===== src/rtl/dma_requester.sv =====
// Toggle-handshake DMA command requester: latches one core command, raises a
// trigger edge, waits for the matching ack edge (or a timeout) and muxes the local-memory port.
module dma_requester #(
  parameter int PROCSIZE    = 4,
  parameter int SIZE        = 4,
  parameter int WORD_SIZE   = 16,
  parameter int PAGES_COUNT = 2,
  parameter int TIMEOUT     = 255
) (
  input  logic                   clock,
  input  logic                   reset_n,
  input  logic                   cmd_valid,
  output logic                   cmd_ready,
  input  logic                   cmd_action,
  input  logic [SIZE-1:0]        cmd_ptr,
  input  logic [PROCSIZE-1:0]    cmd_start,
  input  logic [PROCSIZE-1:0]    cmd_length,
  output logic                   trigger,
  input  logic                   ack,
  output logic                   action,
  output logic [SIZE-1:0]        ptr,
  output logic [PROCSIZE-1:0]    copy_start,
  output logic [PROCSIZE-1:0]    copy_length,
  input  logic [PAGES_COUNT-1:0] ptr_out,
  output logic                   busy,
  output logic                   done,
  output logic                   timeout,
  output logic [PAGES_COUNT-1:0] result_page,
  input  logic [PROCSIZE-1:0]    core_mem_addr,
  input  logic [WORD_SIZE-1:0]   core_mem_data_out,
  input  logic                   core_mem_rw,
  input  logic [PROCSIZE-1:0]    dma_mem_addr,
  input  logic [WORD_SIZE-1:0]   dma_mem_data_out,
  input  logic                   dma_mem_rw,
  output logic [PROCSIZE-1:0]    mem_addr,
  output logic [WORD_SIZE-1:0]   mem_data_in,
  output logic                   mem_rw,
  output logic                   core_stall
);

  localparam int CNT_W = (TIMEOUT < 2) ? 1 : $clog2(TIMEOUT + 1);
  localparam logic [CNT_W-1:0] TIMEOUT_CNT = CNT_W'(TIMEOUT);

  typedef enum logic [2:0] {SYNC, IDLE, ISSUE, WAIT_ACK, DONE} state_t;

  state_t           state, state_nx;
  logic             last_ack;
  logic [CNT_W-1:0] wait_cnt;
  logic             ack_edge;
  logic             wait_expire;
  logic             accept;

  assign ack_edge    = ack ^ last_ack;
  assign wait_expire = (wait_cnt == TIMEOUT_CNT - 1'b1);

  always_ff @(posedge clock or negedge reset_n) begin
    if (!reset_n) state <= SYNC;
    // NOTE: every register is written with <= so all flops sample the same pre-edge values.
    else          state <= state_nx;
  end

  // An ack edge arriving together with the final wait cycle wins over the timeout.
  always_comb begin
    // NOTE: every output of this block gets a default first, so no path can infer a latch.
    state_nx  = state;
    cmd_ready = 1'b0;
    busy      = 1'b0;
    done      = 1'b0;
    timeout   = 1'b0;
    accept    = 1'b0;
    case (state)
      SYNC: state_nx = IDLE;
      IDLE: begin
        cmd_ready = 1'b1;
        if (cmd_valid) begin
          accept   = 1'b1;
          state_nx = (cmd_length == '0) ? DONE : ISSUE;
        end
      end
      ISSUE: begin
        busy     = 1'b1;
        state_nx = WAIT_ACK;
      end
      WAIT_ACK: begin
        busy = 1'b1;
        if (ack_edge) begin
          state_nx = DONE;
        end else if (wait_expire) begin
          timeout  = 1'b1;
          state_nx = IDLE;
        end
      end
      DONE: begin
        done     = 1'b1;
        state_nx = IDLE;
      end
      default: state_nx = SYNC;
    endcase
  end

  // last_ack tracks ack every cycle, so edges outside WAIT_ACK are simply absorbed.
  always_ff @(posedge clock or negedge reset_n) begin
    if (!reset_n) begin
      last_ack    <= 1'b0;
      trigger     <= 1'b0;
      action      <= 1'b0;
      ptr         <= '0;
      copy_start  <= '0;
      copy_length <= '0;
      result_page <= '0;
      wait_cnt    <= '0;
    end else begin
      last_ack <= ack;
      if (accept) begin
        action      <= cmd_action;
        ptr         <= cmd_ptr;
        copy_start  <= cmd_start;
        copy_length <= cmd_length;
      end
      if (state == ISSUE) begin
        trigger  <= ~trigger;
        wait_cnt <= '0;
      end else if (state == WAIT_ACK) begin
        if (ack_edge && action) result_page <= ptr_out;
        if (wait_cnt != TIMEOUT_CNT) wait_cnt <= wait_cnt + 1'b1;
      end
    end
  end

  always_comb begin
    core_stall  = 1'b0;
    mem_addr    = core_mem_addr;
    mem_data_in = core_mem_data_out;
    mem_rw      = core_mem_rw;
    if (state == WAIT_ACK) begin
      core_stall  = 1'b1;
      mem_addr    = dma_mem_addr;
      mem_data_in = dma_mem_data_out;
      mem_rw      = dma_mem_rw;
    end
  end

endmodule


===== config.mk =====
export PLATFORM = sky130hd
export DESIGN_NAME = dma_requester
export DESIGN_NICKNAME = d
export VERILOG_FILES = /design/src/rtl/dma_requester.sv
export SDC_FILE = /design/constraint.sdc
export NUM_CORES = 1
export LEC_CHECK = 0
export BUFFER_PORTS_ARGS = -buffer_cell sky130_fd_sc_hd__buf_4
export CORE_MARGIN = 2
export CORE_UTILIZATION = 46
export CTS_CLUSTER_DIAMETER = 200
export DETAILED_ROUTE_END_ITERATION = 12
export GPL_ROUTABILITY_DRIVEN = 0
export PLACE_DENSITY = 0.85
export SLEW_MARGIN = 5
export SYNTH_ARGS = -nofsm -noshare
export SYNTH_HDL_FRONTEND = slang
export SYNTH_SLANG_ARGS = --single-unit

===== constraint.sdc =====
create_clock -name clock -period 3.7 [get_ports clock]
set_input_delay 0.185 -clock clock [delete_from_list [all_inputs] [get_ports clock]]
set_output_delay 0.185 -clock clock [all_outputs]
set_load 0.05 [all_outputs]

==> results of run 1 <==
sequential cells by signal, indices dropped and copies added, names as in the netlist:
name	cells
action	1
copy_length	4
copy_start	4
last_ack	1
ptr	4
result_page	2
state	3
trigger	1
wait_cnt	8
layer usage:
metal	GRT usage, %	routed length (um)
met4	2.17	32
met3	4.40	230
met5	0	0
met2	34.0	2300
met1	31.3	1890
through the flow:
step	util (%)	cells	area [um^2]	hold slack [ns]	power, mW
CTS	73.5	289	2490	0.0609	2.26
global route	73.5	289	2490	0.0546	2.35
finish	73.5	289	2490	0.0646	2.25
floorplan	-	142	1650	-0.111	1.66
detailed placement	71.4	283	2420	0.120	2.05
global placement	71.4	283	2420	0.117	2.02
power by group:
group / total (mW) / switching [mW] / internal, mW
clock network: 0.202 / 0.0921 / 0.110
registers: 0.555 / 0.130 / 0.425
logic: 1.49 / 0.943 / 0.546
total: 2.25 / 1.16 / 1.08
cells in the mapped netlist (all sizes together) (3+ instances only):
cell / n
a21oi: 9
o21ai: 7
nand4: 3
inv: 7
nor2: 9
mux2: 36
nand2: 7
nor4: 4
nor3: 3
dfrtp: 28
buf: 7
worst max-delay path, stage by stage (launching register included):
cell and delay, ns:
dfrtp_1 0.63, nand3b_4 0.34, nor2b_1 0.29, inv_1 0.06
nor2_1 0.13, buf_4 0.21
cell type report:
type / count / area, um^2 / area share [%]
clock buffers: 3 / 22.5 / 0.904
clock inverters: 1 / 30.0 / 1.21
inverters: 7 / 31.3 / 1.26
multi-input cells: 100 / 863 / 34.7
flip-flops and latches: 28 / 701 / 28.1
well taps: 46 / 57.6 / 2.31
repair buffers: 104 / 786 / 31.5
kinds of logic after synthesis:
kind of cell | Yosys count | synth area share (%)
adders and majority gates | 2 | 1.51
buffers and inverters | 14 | 5.30
and+or+nand+nor | 35 | 13.3
muxes | 38 | 28.0
xor gates and xnor gates | 2 | 1.06
AOI/OAI and AO/OA | 23 | 8.41
DFF | 28 | 42.4
repair_timing:
item	4_1_cts	5_1_grt
setup buffers	0	0
hold endpoints to repair	29	0
hold buffers	2	0
final timing paths:
check | cells after the start | slack, ns | startpoint | endpoint
hold / removal | 2 | 0.06 | cmd_start[0] | copy_start[0]
setup reg to reg | 3 | 1.59 | state[0] | copy_length[0]
setup / recovery | 5 | 1.51 | state[0] | timeout
hold reg to reg | 1 | 0.49 | trigger | trigger
min in group asynchronous | 2 | 0.27 | reset_n | wait_cnt[7]
max in group asynchronous | 2 | 3.16 | reset_n | state[1]
==> impl_metrics.toml, run 1 <==
[status]
status = "complete, no violations"

[timing]
fmax_ghz = 0.458
max_slew_margin_pct = 29.1
setup_viol = 0
finalSetupTns_ns = 0
finClkSkew_ns = 0.0102
drv_slew = 0
post-route-period-util_pct = 59.1
worst_slew_pin_slew_ns = 1.06
hold_violations = 0
layout_setup_ws_ns = 1.51
rsz0062_at_grt = "no"
layout_min_cycle_time_ns = 2.19

[global_routing]
grt_pass1_vias = 1426
grtUsageTotal_pct = 21.4
grt_overflow = 0
grt_pass1_wl_mm = 7.00
grt_antenna_before_repair = 0
grt_max_degree = 29

[final_layout]
area_delta_synth_final_pct = 50.8
fillers = 248
n_antenna_cell = 0
layout.cells.most_common = "buf_4"
drive_gt1_share_pct = 60.9
layout_common_cells = "buf_4, dfrtp_1, mux2_2"
nets = 307

[clock_tree]
cts_buffer_depth = 2
clk_pin_slew_ns = 0.16
clock_latency_ns = 0.33
h-tree-depth = 1
cts.sinks = 28
cts_resized = 0
cts_root_buffer = "clkbuf_4"
cts_tree = "built"
cts_buffers = 3

[yosys]
synth_edf_count = 0
async_flop_share_pct = 100
avgSynthCellArea_um2 = 11.6
synth.largest_area_cell = "dfrtp_1"
synthCells = 142
ys_ff_latch = 28
synth_top_area_share_pct = 42.4
yosysSeqAreaShare_pct = 42.4
synth_cell_types = 37
yosysWarnings = 0
synth_ff_type = "dfrtp_1"
synth_area_um2 = 1650
synthesis.nets = 205
synth_area_leaders = "dfrtp_1, mux2_2, mux2_4, a21oi_1, o21ai_0"

[placed_design]
port_buffers = 102
dp_slack_ns = 1.59
hpwl_mm = 3.49

[floorplanning]
core_area_um2 = 3390
die_y_um = 63.9
die_area_um2 = 4090
die_w_um = 63.9
row_count = 21
ios = 103
start_util_pct = 48.7

[critical_path]
startpoint_type = "register"
crit_path_end_kind = "primary output"
cp_max_fo = 24
cp.arrival_ns = 2.00
required_ns = 3.51
crit_type = "reg2out"

[route]
wl_mm = 4.45
via_count = 1488
vias_per_cell = 5.15
first_pass_iters = 7
drtAntennaViolNets = 0
drtIter0Drc = 116
routedWlPerCell_um = 15.4
drcViolationCount = 0

[worst_hold_path]
hp-class = "in2reg"

[power_and_ir_drop]
power.density_nw_per_um2 = 902
peakVddDrop_mv = 0.727
p_leak_nw = 1.23

[job]
drv_cap = 0
(Power assumes the default switching activity.)
==> run 2: changes to the inputs <==
--- a/config.mk
+++ b/config.mk
@@ -7,11 +7,11 @@
 export LEC_CHECK = 0
 export BUFFER_PORTS_ARGS = -buffer_cell sky130_fd_sc_hd__buf_4
 export CORE_MARGIN = 2
-export CORE_UTILIZATION = 46
+export CORE_UTILIZATION = 43
 export CTS_CLUSTER_DIAMETER = 200
 export DETAILED_ROUTE_END_ITERATION = 12
 export GPL_ROUTABILITY_DRIVEN = 0
-export PLACE_DENSITY = 0.85
+export PLACE_DENSITY = 0.8
 export SLEW_MARGIN = 5
 export SYNTH_ARGS = -nofsm -noshare
 export SYNTH_HDL_FRONTEND = slang
==> constraint.sdc (replaced) <==
create_clock -name clock -period 2.3 [get_ports clock]
set_input_delay 0.115 -clock clock [delete_from_list [all_inputs] [get_ports clock]]
set_output_delay 0.115 -clock clock [all_outputs]
set_load 0.05 [all_outputs]
==> impl_metrics.toml, run 2 (synthesis results as in run 1) <==
[route]
vias_per_cell = 5.16
wl_met2_mm = 2.30
drtIter0Drc = 34
met1_length_mm = 1.73
top_layer = "met4"
wl_mm = 4.49
drcViolationCount = 0
via_count = 1506
drtAntennaViolNets = 0
first_pass_iters = 4
wl_met3_um = 445
routedWlPerCell_um = 15.4

[critical_path]
r2r-end = "result_page[0]"
crit_type = "reg2out"
required_ns = 2.18
cp_top_family = "simple AND/OR/NAND/NOR gates"
cpPeakStageDelay_ns = 0.59
r2r_start = "state[0]"
worstSetupEndpoint = "timeout"
critical_path.startpoint = "state[0]"
cp.arrival_ns = 1.87
critPathBufInv = 2
r2r_cells = 4
startpoint_type = "register"
cp_max_fo = 24
cp_num_cells = 5
crit_slowest_cell = "dfrtp_1"
crit_path_end_kind = "primary output"
crit_chain = "nand3b_4 -> nor2b_1 -> inv_1 -> nor2_1 -> buf_4"
reg2reg_slack_ns = 0.61

[timing]
worst_slew_pin_slew_ns = 0.410
hold_violations = 0
finalSetupTns_ns = 0
post-route-period-util_pct = 86.3
finClkSkew_ns = 0.0109
max_slew_margin_pct = 72.4
fmax_ghz = 0.504
rsz0062_at_grt = "no"
drv_slew = 0
setup_viol = 0
layout_min_cycle_time_ns = 1.98

[final_layout]
n_antenna_cell = 0
drive_gt1_share_pct = 61.1
multiInputGateArea_um2 = 863
nets = 308
seqCellArea_um2 = 701
fillers = 290
post-route-util_pct = 68.3
layout_common_cells = "buf_4, dfrtp_1, mux2_2"
top_register = "wait_cnt"
largest_reg_flops = 8
area_delta_synth_final_pct = 52.6
layout.cells.most_common = "buf_4"

[global_routing]
grtUsageTotal_pct = 20.6
grt_antenna_before_repair = 0
grt_pass1_wl_mm = 6.93
grt_pass1_vias = 1499
grt_max_degree = 29
grt_overflow = 0

[floorplanning]
die_w_um = 66.0
row_count = 22
start_util_pct = 44.8
die_y_um = 66.0
die_area_um2 = 4350
core_area_um2 = 3690
ios = 103

[clock_tree]
cts_root_buffer = "clkbuf_8"
h-tree-depth = 1
holdBufCountCts = 2
cts_tree = "built"
cts_buffer_depth = 2
cts_resized = 0
clock_latency_ns = 0.28
cts_buffers = 3
post_cts_buffers = 0
clk_pin_slew_ns = 0.10
cts.sinks = 28

[placed_design]
hpwl_mm = 3.52
port_buffers = 102

[power_and_ir_drop]
power.density_nw_per_um2 = 1460
p_leak_nw = 1.24
peakVddDrop_mv = 0.892

[status]
status = "complete, no violations"

[worst_hold_path]
hp-class = "in2reg"

[job]
drv_cap = 0
run 2: cell types whose count changed in the layout (fill, tap and decap cells not counted):
cell,delta
buf_4,+1
clkbuf_4,-3
clkbuf_8,+3
run 2: how the worst min path moves through the flow:
stage	slack, ns	from	end	cells after the start
after floorplan	-0.18	reset_n	action	0
after global placement	0.05	reset_n	copy_start[3]	1
after detailed placement	0.05	reset_n	copy_start[0]	1
after CTS	0.05	cmd_ptr[2]	ptr[2]	2
after global routing	0.05	cmd_start[2]	copy_start[2]	2
final	0.06	cmd_ptr[2]	ptr[2]	2
run 2: through the flow:
step | setup WS, ns | power (mW) | std cells | cell area, um^2 | hold slack (ns)
6_report | 0.315 | 3.67 | 292 | 2520 | 0.0575
5_1_grt | 0.137 | 3.84 | 292 | 2520 | 0.0480
4_1_cts | 0.294 | 3.70 | 292 | 2520 | 0.0537
3_5_place_dp | 0.597 | 3.29 | 286 | 2430 | 0.0538
3_3_place_gp | 0.672 | 3.25 | 286 | 2430 | 0.0485
2_1_floorplan | 0.235 | 2.67 | 142 | 1650 | -0.181
run 2: layer usage:
layer | vias up | track usage [%]
met4 | 0 | 5.10
met5 | - | 0
met3 | 4 | 5.28
met2 | 79 | 37.2
met1 | 704 | 24.4
li1 | 719 | -
run 2: cell type report:
type | count | share of cell area [%]
inverters | 7 | 1.24
clock inverters | 1 | 1.19
well taps | 48 | 2.38
multi-input cells | 100 | 34.3
clock buffers | 3 | 1.64
flip-flops and latches | 28 | 27.8
repair buffers | 105 | 31.5
run 2: power breakdown:
part	internal [mW]	switching, mW	leakage, nW
sequential	0.686	0.212	0.346
combinational	0.883	1.50	0.858
clock	0.233	0.154	0.0357
==> run 3: changes to the inputs <==
--- a/config.mk
+++ b/config.mk
@@ -12,6 +12,7 @@
 export DETAILED_ROUTE_END_ITERATION = 12
 export GPL_ROUTABILITY_DRIVEN = 0
 export PLACE_DENSITY = 0.8
+export REMOVE_ABC_BUFFERS = 1
 export SLEW_MARGIN = 5
 export SYNTH_ARGS = -nofsm -noshare
 export SYNTH_HDL_FRONTEND = slang
==> impl_metrics.toml, run 3 (synthesis results as in run 1) <==
[clock_tree]
clock_latency_ns = 0.27
h-tree-depth = 1
clk_pin_slew_ns = 0.10
cts_resized = 0
cts_tree = "built"
cts_buffer_depth = 2
cts.sinks = 28
cts_buffers = 3
cts_root_buffer = "clkbuf_8"

[power_and_ir_drop]
p_sw_mw = 1.86
p_int_mw = 1.80
p_leak_nw = 1.24
clkPwrFrac_pct = 10.5
power.density_nw_per_um2 = 1450
peakVddDrop_mv = 1.04
switching_share_pct = 50.8
seq_power_share_pct = 24.2
pwr-share-comb_pct = 65.3

[floorplanning]
die_w_um = 66.0
start_util_pct = 44.8
row_count = 22
die_area_um2 = 4350
ios = 103
die_y_um = 66.0
core_area_um2 = 3690

[final_layout]
nets = 308
area_delta_synth_final_pct = 52.6
drive_gt1_share_pct = 61.1
top_register = "wait_cnt"
largest_reg_flops = 8
fillers = 322
n_antenna_cell = 0
post-route-util_pct = 68.3
layout_common_cells = "buf_4, dfrtp_1, mux2_2"
layout.cells.most_common = "buf_4"

[critical_path]
crit_chain = "nand3b_4 -> nor2b_1 -> inv_1 -> nor2_1 -> buf_4"
crit_slowest_cell = "dfrtp_1"
cp_max_fo = 24
cp.arrival_ns = 1.85
crit_type = "reg2out"
startpoint_type = "register"
crit_path_end_kind = "primary output"
required_ns = 2.18
cpPeakStageDelay_ns = 0.59

[timing]
layout_setup_ws_ns = 0.338
rsz0062_at_grt = "no"
layout_min_cycle_time_ns = 1.96
setup_viol = 0
post-route-period-util_pct = 85.3
finClkSkew_ns = 0.00486
hold_violations = 0
max_slew_margin_pct = 74.6
finalSetupTns_ns = 0
worst_slew_pin_slew_ns = 0.378
fmax_ghz = 0.510
drv_slew = 0

[route]
via_count = 1483
first_pass_iters = 4
wl_mm = 4.28
routedWlPerCell_um = 14.7
vias_per_cell = 5.08
drtAntennaViolNets = 0
drtIter0Drc = 39
drcViolationCount = 0

[global_routing]
grt_max_degree = 29
grt_pass1_vias = 1527
grt_overflow = 0
grtUsageTotal_pct = 19.9
grt_pass1_wl_mm = 6.62
grt_antenna_before_repair = 0

[placed_design]
hpwl_mm = 3.52
port_buffers = 102
dp_slack_ns = 0.642

[worst_hold_path]
hp-class = "in2reg"

[status]
status = "complete, no violations"

[job]
drv_cap = 0
run 3: cell counts in the layout (fill, tap and decap cells not counted):
No cell type changed its count.
run 3: power by group through the flow:
stage / sequential [mW] / clock (mW) / combinational [mW]
6_report: 0.884 / 0.385 / 2.39
5_1_grt: 0.910 / 0.411 / 2.51
4_1_cts: 0.884 / 0.392 / 2.41
3_5_place_dp: 0.891 / 0 / 2.41
3_3_place_gp: 0.882 / 0 / 2.38
2_1_floorplan: 1.37 / 0 / 1.22
run 3: final timing paths:
path	startpoint	endpoint	slack, ns	depth (start not counted)
worst max register to register	wait_cnt[1]	wait_cnt[0]	0.66	5
worst min-delay path	cmd_ptr[2]	ptr[2]	0.06	2
worst min register to register	trigger	trigger	0.48	1
min in group asynchronous	reset_n	wait_cnt[0]	0.28	2
max in group asynchronous	reset_n	trigger	1.75	2
worst max-delay path	state[0]	timeout	0.34	5
run 3: per-stage QoR:
step	hold WS (ns)	area (um^2)	cells	power, mW
2_1_floorplan	-0.181	1600	135	2.59
3_3_place_gp	0.0487	2430	286	3.26
3_5_place_dp	0.0525	2430	286	3.30
4_1_cts	0.0601	2520	292	3.69
5_1_grt	0.0531	2520	292	3.83
6_report	0.0642	2520	292	3.66
run 3: cell type report:
class | count | area, um^2 | area share, %
tap | 48 | 60.1 | 2.38
inverter | 7 | 31.3 | 1.24
sequential | 28 | 701 | 27.8
multi-input combinational | 100 | 863 | 34.3
clock buffer | 3 | 41.3 | 1.64
clock inverter | 1 | 30.0 | 1.19
timing repair buffer | 105 | 793 | 31.5
run 3: repair_timing:
item                                   in CTS  in global routing
endpoints found under the hold margin      29                  0
hold buffers                                2                  0
buffers inserted                            0                  0
run 3: layer usage:
layer | track usage, % | vias to the layer above | part of all wire [%]
li1 | - | 721 | -
met4 | 7.40 | 0 | 1.3
met2 | 37.2 | 62 | 55
met5 | 0 | - | 0
met1 | 22.0 | 696 | 36
met3 | 3.92 | 4 | 6.8
run 3: worst max-delay path: cells and delay by family (launching register included):
family	cells	cell delay, ns
buffers and inverters	2	0.26
DFF	1	0.59
and+or+nand+nor	3	0.72
